==> src/rtl/config.svh <==
// Word-width configuration shared by the matrix adder datapath.
`ifndef N
`define N 16
`endif

==> src/rtl/matrix_add_stream.sv <==
// Row-serial handshaked signed-magnitude matrix adder/subtractor with one registered output row.
// Optional build macro MATADD_SAT_EN: saturate overflowing lane magnitudes instead of wrapping.
`include "config.svh"

module matrix_add_stream #(
  parameter int R = 3,
  parameter int C = 4
) (
  input  logic                 clk,
  input  logic                 rst,
  input  logic                 in_valid,
  output logic                 in_ready,
  input  logic                 in_sub,
  input  logic [`N*C-1:0]      a_row,
  input  logic [`N*C-1:0]      b_row,
  output logic                 out_valid,
  input  logic                 out_ready,
  output logic [`N*C-1:0]      c_row,
  output logic [((R > 1) ? $clog2(R) : 1)-1:0] out_row_idx,
  output logic                 out_last,
  output logic [C-1:0]         out_ovf,
  output logic                 busy
);

  localparam int NW = `N;
  localparam int IW = (R > 1) ? $clog2(R) : 1;

  logic [IW-1:0]   row_cnt;
  logic            mode;
  logic            in_xfer;
  logic            row_sub;
  logic            row_last;
  logic [NW*C-1:0] nxt_c;
  logic [C-1:0]    nxt_ovf;

  // Returns {overflow, result word} for one lane.
  function automatic logic [NW:0] lane_op(input logic [NW-1:0] a,
                                          input logic [NW-1:0] b,
                                          input logic          sub);
    logic          sa, sb, sr, ovf;
    logic [NW-2:0] ma, mb, mr;
    logic [NW-1:0] sum;
    sa  = a[NW-1];
    sb  = b[NW-1] ^ sub;
    ma  = a[NW-2:0];
    mb  = b[NW-2:0];
    ovf = 1'b0;
    sum = '0;
    if (sa == sb) begin
      sum = {1'b0, ma} + {1'b0, mb};
      ovf = sum[NW-1];
      sr  = sa;
`ifdef MATADD_SAT_EN
      mr  = ovf ? '1 : sum[NW-2:0];
`else
      mr  = sum[NW-2:0];
`endif
    end else if (ma >= mb) begin
      mr = ma - mb;
      sr = sa;
    end else begin
      mr = mb - ma;
      sr = sb;
    end
    // A zero magnitude is always encoded as +0.
    if (mr == '0) sr = 1'b0;
    return {ovf, sr, mr};
  endfunction

  assign in_ready = !out_valid || out_ready;
  assign in_xfer  = in_valid && in_ready;
  assign row_sub  = (row_cnt == '0) ? in_sub : mode;
  assign row_last = (row_cnt == IW'(R - 1));
  assign busy     = (row_cnt != '0);

  always_comb begin
    logic [NW:0] r;
    nxt_c   = '0;
    nxt_ovf = '0;
    r       = '0;
    for (int j = 0; j < C; j++) begin
      r                = lane_op(a_row[j*NW +: NW], b_row[j*NW +: NW], row_sub);
      nxt_c[j*NW +: NW] = r[NW-1:0];
      nxt_ovf[j]       = r[NW];
    end
  end

  always_ff @(posedge clk) begin
    if (rst) begin
      row_cnt     <= '0;
      mode        <= 1'b0;
      out_valid   <= 1'b0;
      c_row       <= '0;
      out_row_idx <= '0;
      out_last    <= 1'b0;
      out_ovf     <= '0;
    end else begin
      if (in_xfer) begin
        if (row_cnt == '0) mode <= in_sub;
        row_cnt     <= row_last ? '0 : row_cnt + 1'b1;
        out_valid   <= 1'b1;
        c_row       <= nxt_c;
        out_row_idx <= row_cnt;
        out_last    <= row_last;
        out_ovf     <= nxt_ovf;
      end else if (out_ready) begin
        out_valid <= 1'b0;
      end
    end
  end

endmodule

==> config.mk <==
export PLATFORM = sky130hd
export DESIGN_NAME = matrix_add_stream
export DESIGN_NICKNAME = d
export VERILOG_FILES = /design/src/rtl/matrix_add_stream.sv
export VERILOG_INCLUDE_DIRS = /design/src /design/src/rtl
export SDC_FILE = /design/constraint.sdc
export NUM_CORES = 1
export LEC_CHECK = 0
export BUFFER_PORTS_ARGS = -buffer_cell sky130_fd_sc_hd__clkbuf_2
export CORE_MARGIN = 2
export CORE_UTILIZATION = 39
export DETAILED_ROUTE_END_ITERATION = 7
export HOLD_SLACK_MARGIN = 0.06
export PLACE_DENSITY_LB_ADDON = 0.12
export REMOVE_ABC_BUFFERS = 1
export SYNTH_ARGS = -nofsm -noshare
export SYNTH_HDL_FRONTEND = slang
export SYNTH_SLANG_ARGS = --single-unit
==> constraint.sdc <==
create_clock -name clk -period 3.15 [get_ports clk]
set_input_delay 0.315 -clock clk [delete_from_list [all_inputs] [get_ports clk]]
set_output_delay 0.315 -clock clk [all_outputs]
set_load 0.02 [all_outputs]
=== After elaboration in Yosys (flattened, before gate mapping) ===
Index checks and enable logic that the tools add are counted.

* Input bits: 133
* Output and inout bits: 74
* Word-level logic and storage cells: 71
* Register bits: 75

* Equality and inequality tests: 5
* Multiplexer cells: 28
* $lt $le $gt $ge: 4
* Bitwise gates (word level): 4
* Reduce and logical (&&, ||, !) cells: 10
* Add/sub/neg operators: 13

{| class="wikitable"
|+ Operator list
! cell !! number
|-
| 15-bit 2-to-1 mux || 8
|-
| 15-bit subtractor || 8
|-
| 15-bit by 15-bit adder with 16-bit output || 4
|-
| 15-bit >= comparator || 4
|-
| 15-bit logical NOT || 4
|-
| 1-bit 2-to-1 mux || 19
|-
| 1-bit equality test || 4
|-
| 2-bit nonzero test || 2
|-
| 1-bit XOR || 4
|-
| 2-bit by 1-bit adder with 2-bit output, second input constant || 1
|-
| 2-bit equality test, second input constant || 1
|-
| 2-bit logical NOT || 1
|-
| 2-bit 2-to-1 mux || 1
|-
| 1-bit logical AND || 1
|-
| 1-bit logical NOT || 1
|-
| 1-bit logical OR || 1
|}

=== Longest topological paths before layout ===
Gate-level depths: netlist (run 1).

* Word-level depth: 7
* Mapped depth: 14
* Depth with buffers taken out: 14

=== Worst setup path after synthesis (run 1) ===
No wires, ideal clock.

* Kind: input to register
* From: in a_row[4]
* To: reg c_row[15]
* Setup time: 0.127 ns
* Stages: 13
* Path slack: 0.113 ns
* Data arrival time: 2.910 ns
* Buffers on the path: 1
* Data required time: 3.023 ns
* Path through: inv_1 -> ha_1 -> a21o_1 -> a211o_1 -> o21a_1 -> nor3_1 -> buf_6 -> mux2_4 -> o31ai_2 -> xor2_1 -> nand4_1 -> nor4b_1 -> a31oi_1

* Word-level cells in the longest chain between the ends: 5
* Elaborated cells between the ends (all ways): 10
* Classes of those cells: add/sub (3); order compare (1); mux (5); reduce/logical (1)

{| class="wikitable"
|+ Ends and longest elaborated chain
! element !! RTL line !! RTL
|-
| from (decl) || matrix_add_stream.sv:14 || <nowiki>input logic [`N*C-1:0] a_row,</nowiki>
|-
| 15-bit subtractor, or another cell as far along || matrix_add_stream.sv:62 || <nowiki>mr = mb - ma;</nowiki>
|-
| 15-bit 2-to-1 mux || matrix_add_stream.sv:58 || <nowiki>end else if (ma >= mb) begin</nowiki>
|-
| 15-bit 2-to-1 mux || matrix_add_stream.sv:49 || <nowiki>if (sa == sb) begin</nowiki>
|-
| 15-bit logical NOT || matrix_add_stream.sv:66 || <nowiki>if (mr == '0) sr = 1'b0;</nowiki>
|-
| 1-bit 2-to-1 mux (*) || matrix_add_stream.sv:66 ||
|-
| to (signal assigned) || matrix_add_stream.sv:102 || <nowiki>c_row <= nxt_c;</nowiki>
|-
| to (decl) || matrix_add_stream.sv:18 || <nowiki>output logic [`N*C-1:0] c_row,</nowiki>
|}

Every way passes the cells marked *; elsewhere a longest branch is shown, timed or not.
A chain may end at the register's enable or synchronous reset.

=== Final worst setup path (run 1) ===
* From: in a_row[33]
* To: reg c_row[47]

Same word-level chain as after synthesis.

==> flow_summary.ini, run 1 <==
[critical_path]
arrival_ps = 3250
cpPeakStageDelay_ps = 530
crit_slowest_cell = or4b_4
cp_max_fo = 7
crit_type = primary input to flip-flop
reg2reg_slack_ps = 150
startpoint_type = primary input
cp-end-kind = flip-flop
required_ps = 3370
cp_cell_sequence = clkbuf_2, inv_1, ha_4, nor2b_4, o211ai_1, a211oi_4, nor3_4, buf_6, or3b_4, a31oi_4, xnor2_2, or4b_4, nor4_4, a31oi_1

[drt]
drt-initial-drc-count = 869
route.met3.wl_mm = 2.35
vias = 13100
drc_errors = 0
topRoutingLayerUsed = met5
antenna_left = 0
viasPerCell = 5.27
wire_per_inst_um = 16.2
met1_length_mm = 18.0
drt_pass1_iterations = 5
wl_mm = 40.1
wl_met2_mm = 18.8

[sta]
fin_skew_ps = 7.73
hold_violations = 0
worstMarginPinSlew_ps = 642
max_slew_margin_pct = 56.9
setup_viol = 0
rsz0062_at_grt = true
whs_ps = 230
drv_slew = 0
finalCriticalPeriod_ps = 3040
max_freq_mhz = 329
fin_crit_sh_pct = 96.4

[placement]
dpl_cell_area_um2 = 15600
place_hpwl_mm = 33.6
gp_congestion = 0.956
port_buffers = 206

[logic_synthesis]
yosysMostFrequentCell = ha_1
synth_area_leaders = ha_1, dfxtp_1, a21oi_1
synth.avg_cell_area_um2 = 7.46
synth_edf_count = 0
synth_area_leader_cell = ha_1
synth_seq_cells = 75
seq_area_frac_synth_pct = 12.7
ys_async_sr_fraction_pct = 0
synth_flop_cell = dfxtp_1
netlist_area_um2 = 11800
synth_warnings = 0
syn_inst = 1584
synth_cell_types = 93
synth_top_area_share_pct = 20.7
synthTopCellsByCount = ha_1, inv_1, nor2_1

[global_routing]
grt_pass1_vias = 12400
grt_max_degree = 57
grt_pass1_wl_mm = 63.2
grtUsageTotal_pct = 24.8
antenna_found_initial = 2
grt-ovfl-total = 0

[die]
fp.dieW_um = 178
die_area_um2 = 31700
initial_core_util_pct = 39.8
fp.coreArea_um2 = 29700
row_count = 63
fp.dieH_um = 178
io_pins = 207

[power_and_ir_drop]
finalPower_mw = 5.98
p_leak_nw = 8.31
power.density_nw_per_um2 = 369
vdd_drop_max_uv = 265

[finish]
multi_input_area_um2 = 9420
nFillCells = 2950
fin_nets = 2423
area_growth_pct = 37.1
final_layout_size_suffix_gt1_share_pct = 31.8
regArea_um2 = 1500
fin_area_um2 = 16200

[cts]
htreeDepth = 3
root_buffer = clkbuf_16
tritoncts = yes
cts_sinks = 75
cts_made_buffers = 9
clkLatencyLatePin_ps = 340
cts_buffer_depth = 2
path_clk_slew_ps = 60

[job]
max_cap_viol_count = 0

[hold_path]
min_path_type = primary input to flip-flop

[outcome]
status = complete, no violations
==> power by group <==
group	total, mW	switching (mW)	internal (mW)
logic	3.65	1.93	1.72
clock network	1.17	0.449	0.721
registers	1.16	0.0940	1.07
==> through the flow <==
step	setup TNS, ps	util [%]	instances	setup slack, ps
final	0	54.5	2478	114
after global routing	-12.2	54.5	2478	-9.91
after CTS	0	53.7	2468	85.1
after detailed placement	-1030	52.6	2452	-159
after global placement	-724	52.6	2452	-154
after floorplan	-1860	-	1500	-437
==> per-layer routing <==
metal	up-vias	track usage, %
li1	6587	-
met1	6017	33.3
met2	408	41.8
met3	53	3.41
met4	2	6.11
met5	-	0
==> layout make-up <==
type	count	share of cell area (%)
antenna	1	0.0154
clock buffer	11	1.50
clock inverter	5	0.525
inverter	174	4.03
multi-input combinational	1251	58.1
sequential	75	9.28
tap	390	3.01
timing repair buffer	571	23.5
==> worst max-delay path: cells and delay by family <==
family / cells / cell delay, ps
adder cells (fa/ha/maj): 1 / 260
AND/OR/NAND/NOR: 5 / 1420
AO/OA/AOI/OAI: 4 / 850
buffers and inverters: 3 / 300
XOR/XNOR: 1 / 90
==> worst paths after layout <==
check | start | endpoint | cells after the start
max | a_row[33] | c_row[47] | 14
min | in_valid | out_valid | 3
max reg2reg | row_cnt[1] | c_row[47] | 12
min reg2reg | c_row[37] | c_row[37] | 2
==> layout by cell type, fill, tap and decap left out, types with 36 or more instances in the layout <==
cell type / count
buf_4: 361
clkbuf_2: 205
ha_1: 189
inv_1: 173
nor2_1: 144
a21oi_1: 143
nand2_1: 124
dfxtp_1: 73
o21ai_0: 52
nor3_1: 45
mux2i_1: 36
==> flip-flops by register name (all words and copies together) (netlist names) <==
name         cells
out_last         1
out_row_idx      2
out_ovf          4
row_cnt          2
c_row           64
mode             1
out_valid        1
==> repair_timing <==
item,4_1_cts,5_1_grt
buffers inserted,0,9
hold buffers,0,0
endpoints found under the setup margin,0,5
resized for setup,0,36
==> cell families (layout without fill, tap and decap cells) <==
group | Yosys count | after routing | share of synthesized area, %
adders and majority gates | 208 | 208 | 22.8
and+or+nand+nor | 495 | 495 | 20.8
other | 0 | 1 | 0
muxes | 49 | 49 | 4.39
xor gates and xnor gates | 57 | 57 | 4.84
DFF | 75 | 75 | 12.7
buffers and inverters | 258 | 761 | 9.10
AOI/OAI and AO/OA | 442 | 442 | 25.4
No activity file was read; power rests on OpenSTA's default activity.
==> run 2: changes to the inputs <==
--- a/config.mk
+++ b/config.mk
@@ -9,10 +9,12 @@
 export BUFFER_PORTS_ARGS = -buffer_cell sky130_fd_sc_hd__clkbuf_2
 export CORE_MARGIN = 2
 export CORE_UTILIZATION = 39
+export CTS_BUF_LIST = sky130_fd_sc_hd__clkbuf_16
 export DETAILED_ROUTE_END_ITERATION = 7
-export HOLD_SLACK_MARGIN = 0.06
+export HOLD_SLACK_MARGIN = 0.05
 export PLACE_DENSITY_LB_ADDON = 0.12
 export REMOVE_ABC_BUFFERS = 1
+export SKIP_LAST_GASP = 1
 export SYNTH_ARGS = -nofsm -noshare
 export SYNTH_HDL_FRONTEND = slang
 export SYNTH_SLANG_ARGS = --single-unit
==> flow_summary.ini, run 2 (synthesis gave the netlist of run 1 again) <==
[outcome]
status = complete, no violations

[drt]
drt_pass1_iterations = 6
vias = 13100
wl_mm = 40.0
drt-initial-drc-count = 876
wire_per_inst_um = 16.1
antenna_left = 0
viasPerCell = 5.27
drc_errors = 0

[critical_path]
reg2reg_slack_ps = 140
rr_endpoint = c_row[47]
worstRegToRegCells = 12
crit_end = c_row[47]
startpoint_type = primary input
arrival_ps = 3260
startpoint = a_row[42]
cp-end-kind = flip-flop
required_ps = 3360
cp_max_fo = 7
crit_type = primary input to flip-flop
r2r_start = row_cnt[1]

[job]
max_cap_viol_count = 0

[global_routing]
grt_pass1_vias = 12400
grt_pass1_wl_mm = 63.2
use_met3_pct = 3.41
grt_busiest_layer = met2
grt-ovfl-total = 0
grtUsageTotal_pct = 24.8
antenna_found_initial = 2
use_met2_pct = 41.8
use_met1_pct = 33.3
grt_max_degree = 57

[sta]
worstMarginPinSlew_ps = 654
hold_violations = 0
rsz0062_at_grt = true
tns_ps = 0
setup_viol = 0
finalCriticalPeriod_ps = 3040
fin_crit_sh_pct = 96.6
fin_skew_ps = 7.97
max_slew_margin_pct = 56.1
drv_slew = 0
max_freq_mhz = 329

[cts]
cts_made_buffers = 9
cts_buffer_depth = 2
tritoncts = yes
clkLatencyLatePin_ps = 340
path_clk_slew_ps = 60
cts_sinks = 75
htreeDepth = 3
holdBufCountCts = 0
root_buffer = clkbuf_16

[finish]
final_layout_size_suffix_gt1_share_pct = 31.7
largest_register_ffs = 64
area_growth_pct = 37.0
mostFrequentLayoutCells = buf_4, clkbuf_2, ha_1
fin_nets = 2423
final_cell_count_no_fill = 2478
top_register = c_row
reg.largest.list = c_row x64, out_ovf x4
nFillCells = 2953
regArea_um2 = 1500
mostFrequentLayoutCell = buf_4
multi_input_area_um2 = 9410

[placement]
dp.cells = 2452
port_buffers = 206
place_hpwl_mm = 33.6
gp_congestion = 0.956

[die]
initial_core_util_pct = 39.8
row_count = 63
fp.dieH_um = 178
die_area_um2 = 31700
fp.coreArea_um2 = 29700
io_pins = 207
fp.dieW_um = 178

[hold_path]
min_path_type = primary input to flip-flop

[power_and_ir_drop]
p_leak_nw = 8.31
power.density_nw_per_um2 = 367
vdd_drop_max_uv = 256
-- run 2: cell count changes in the layout (fill, tap and decap cells not counted) --
cell / before / now
inv_1: 173 / 174
o21ai_0: 52 / 53
nor3_1: 45 / 46
o21ai_1: 3 / 2
clkbuf_1: 1 / 0
nor3_2: 2 / 1
clkinv_1: 0 / 1
clkbuf_8: 1 / 0
-- run 2: cell type report --
type / count / area share [%]
flip-flops and latches: 75 / 9.29
diodes: 1 / 0.0155
clock buffers: 9 / 1.39
inverters: 174 / 4.03
clock inverters: 7 / 0.572
well taps: 390 / 3.01
multi-input cells: 1251 / 58.1
repair buffers: 571 / 23.5
-- run 2: per-layer routing --
| metal | share of wire, % | wire, um | vias up |
|---|---|---|---|
| li1 | - | - | 6586 |
| met1 | 45 | 18100 | 5999 |
| met2 | 47 | 18700 | 403 |
| met3 | 5.5 | 2220 | 63 |
| met4 | 2.3 | 921 | 2 |
| met5 | 0.027 | 11 | - |
-- run 2: where the power goes --
| part | leakage, nW | switching, mW | internal, mW |
|---|---|---|---|
| Sequential | 0.619 | 0.0942 | 1.07 |
| Combinational | 7.54 | 1.93 | 1.72 |
| Clock | 0.155 | 0.446 | 0.693 |
-- run 2: per-stage QoR --
stage	area (um2)	util (%)	hold WS, ps	worst slack (ps)	total power, mW
3_5_place_dp	15600	52.6	449	-159	4.70
3_3_place_gp	15600	52.6	441	-154	4.70
5_1_grt	16200	54.5	254	-33.3	6.38
2_1_floorplan	11400	-	384	-437	3.06
4_1_cts	15900	53.6	218	85.1	5.87
6_report	16200	54.5	230	106	5.95
-- run 2: repair_timing --
item | CTS | global route
setup endpoints to repair | 0 | 5
setup buffers | 0 | 9
gates resized for setup | 0 | 34
-- run 2: worst min-delay path by stage --
stage                   start  cells after the start  slack (ps)   endpoint
finish               in_valid                      3         230  out_valid
global route         in_valid                      3         250  out_valid
CTS                  in_valid                      3         220  out_valid
detailed placement  c_row[37]                      2         450  c_row[37]
global placement     out_last                      2         440   out_last
floorplan                 rst                      1         380  c_row[10]
-- run 2: critical path, stage by stage --
cell,delay [ps]
clkbuf_2,90
inv_1,40
ha_2,360
and4_4,260
nand3_2,110
a211oi_4,250
nor3_4,80
buf_6,140
or3b_4,380
a31oi_4,210
xnor2_2,90
or4b_4,530
nor4_4,280
a31oi_1,100
==> run 3: changes to the inputs <==
--- a/config.mk
+++ b/config.mk
@@ -7,13 +7,12 @@
 export NUM_CORES = 1
 export LEC_CHECK = 0
 export BUFFER_PORTS_ARGS = -buffer_cell sky130_fd_sc_hd__clkbuf_2
-export CORE_MARGIN = 2
+export CORE_MARGIN = 8
 export CORE_UTILIZATION = 39
 export CTS_BUF_LIST = sky130_fd_sc_hd__clkbuf_16
 export DETAILED_ROUTE_END_ITERATION = 7
 export HOLD_SLACK_MARGIN = 0.05
 export PLACE_DENSITY_LB_ADDON = 0.12
-export REMOVE_ABC_BUFFERS = 1
 export SKIP_LAST_GASP = 1
 export SYNTH_ARGS = -nofsm -noshare
 export SYNTH_HDL_FRONTEND = slang
==> flow_summary.ini, run 3 (synthesis gave the netlist of run 1 again) <==
[sta]
fin_crit_sh_pct = 94.6
max_slew_margin_pct = 53.5
finalCriticalPeriod_ps = 2980
rsz0062_at_grt = true
hold_violations = 0
fin_skew_ps = 8.97
worstMarginPinSlew_ps = 692
setup_viol = 0
max_freq_mhz = 336
tns_ps = 0
drv_slew = 0

[finish]
mostFrequentLayoutCell = buf_4
multi_input_area_um2 = 9300
nFillCells = 3018
regArea_um2 = 1500
final_util_pct = 53.5
largest_register_ffs = 64
area_growth_pct = 34.6
final_cell_count_no_fill = 2455
top_register = c_row
fin_area_um2 = 15900
mostFrequentLayoutCells = buf_4, clkbuf_2, ha_1
reg.largest.list = c_row x64, out_ovf x4
fin_nets = 2400
final_layout_size_suffix_gt1_share_pct = 30.1

[cts]
root_buffer = clkbuf_16
clkLatencyLatePin_ps = 340
path_clk_slew_ps = 70
cts_sinks = 75
cts_buffer_depth = 2
tritoncts = yes
cts_made_buffers = 9
htreeDepth = 3

[placement]
gp_congestion = 0.946
dp.cells = 2433
dpl_cell_area_um2 = 15500
place_hpwl_mm = 34.7
port_buffers = 206

[die]
fp.dieH_um = 190
io_pins = 207
fp.dieW_um = 190
fp.coreArea_um2 = 29700
die_area_um2 = 36100
row_count = 63
initial_core_util_pct = 39.8

[hold_path]
min_path_type = primary input to flip-flop

[global_routing]
grt-ovfl-total = 0
grt_max_degree = 74
grt_pass1_wl_mm = 65.2
grt_pass1_vias = 12700
grtUsageTotal_pct = 21.7
antenna_found_initial = 1

[drt]
wire_per_inst_um = 16.6
drt-initial-drc-count = 891
antenna_left = 0
wl_mm = 40.7
drc_errors = 0
vias = 13000
drt_pass1_iterations = 5
viasPerCell = 5.29

[critical_path]
cp-end-kind = flip-flop
required_ps = 3370
crit_type = primary input to flip-flop
cp_max_fo = 4
cpLargestDelayFamily = compound AO/OA/AOI/OAI gates
arrival_ps = 3200
cp_cell_sequence = clkbuf_2, inv_1, ha_1, buf_4, nand3_1, nor4_1, a211oi_2, o211a_1, buf_4, mux2_2, a221o_1, a21oi_1, nor3b_2, nor4_2, a21oi_1
startpoint_type = primary input
worst-path-buf-inv = 4
crit_slowest_cell = a211oi_2
cpPeakStageDelay_ps = 400

[power_and_ir_drop]
p_leak_nw = 8.20
power.density_nw_per_um2 = 365
vdd_drop_max_uv = 242

[outcome]
status = complete, no violations

[logic_synthesis]
synth.net_count = 1925

[job]
max_cap_viol_count = 0
==> run 3: through the flow <==
stage	total power, mW	hold WS (ps)	worst slack (ps)
floorplan	3.14	444	113
global placement	4.66	443	-377
detailed placement	4.67	448	-447
CTS	5.81	206	76.7
global route	6.24	224	-25.7
finish	5.81	217	171
==> run 3: power by group <==
group          internal (mW)  switching (mW)  leakage [nW]
combinational           1.66            1.88          7.43
clock                  0.638           0.474         0.156
sequential              1.07          0.0993         0.619
==> run 3: final cells by class <==
class,count,share of cell area [%]
Inverter,174,4.11
Multi-Input combinational cell,1251,58.4
Timing Repair Buffer,548,22.9
Antenna cell,1,0.0157
Clock inverter,7,0.582
Sequential cell,75,9.44
Tap cell,390,3.07
Clock buffer,9,1.42
==> run 3: final timing paths <==
check,from,end,slack [ps],depth (start not counted)
setup / recovery,a_row[20],c_row[31],170,15
hold / removal,in_valid,out_valid,220,3
setup reg to reg,row_cnt[0],c_row[47],270,12
hold reg to reg,out_last,out_last,460,2
==> run 3: repair_timing <==
action                     CTS  global route
resized for setup            1             7
pin swaps                    0             5
buffers inserted             0             5
setup endpoints to repair    1             4
hold buffers                 0             0
==> run 3: worst reg2reg max path, cell delays in order (launching register included) <==
cell       delay (ps)
dfxtp_1           370
nor2_4            180
mux2i_4           300
buf_12            150
xor3_1            450
nand4_1           200
o211ai_1          120
a2111oi_1         510
buf_4             200
nor3_1             50
nand4b_1          110
nor4_2             50
a31oi_1           160
==> run 3: layer usage <==
metal	part of all wire [%]	global-route usage, %	vias up
met3	4.9	2.64	45
met4	2.0	5.47	0
li1	-	-	6536
met5	0	0	-
met2	46	36.3	371
met1	47	29.2	6040
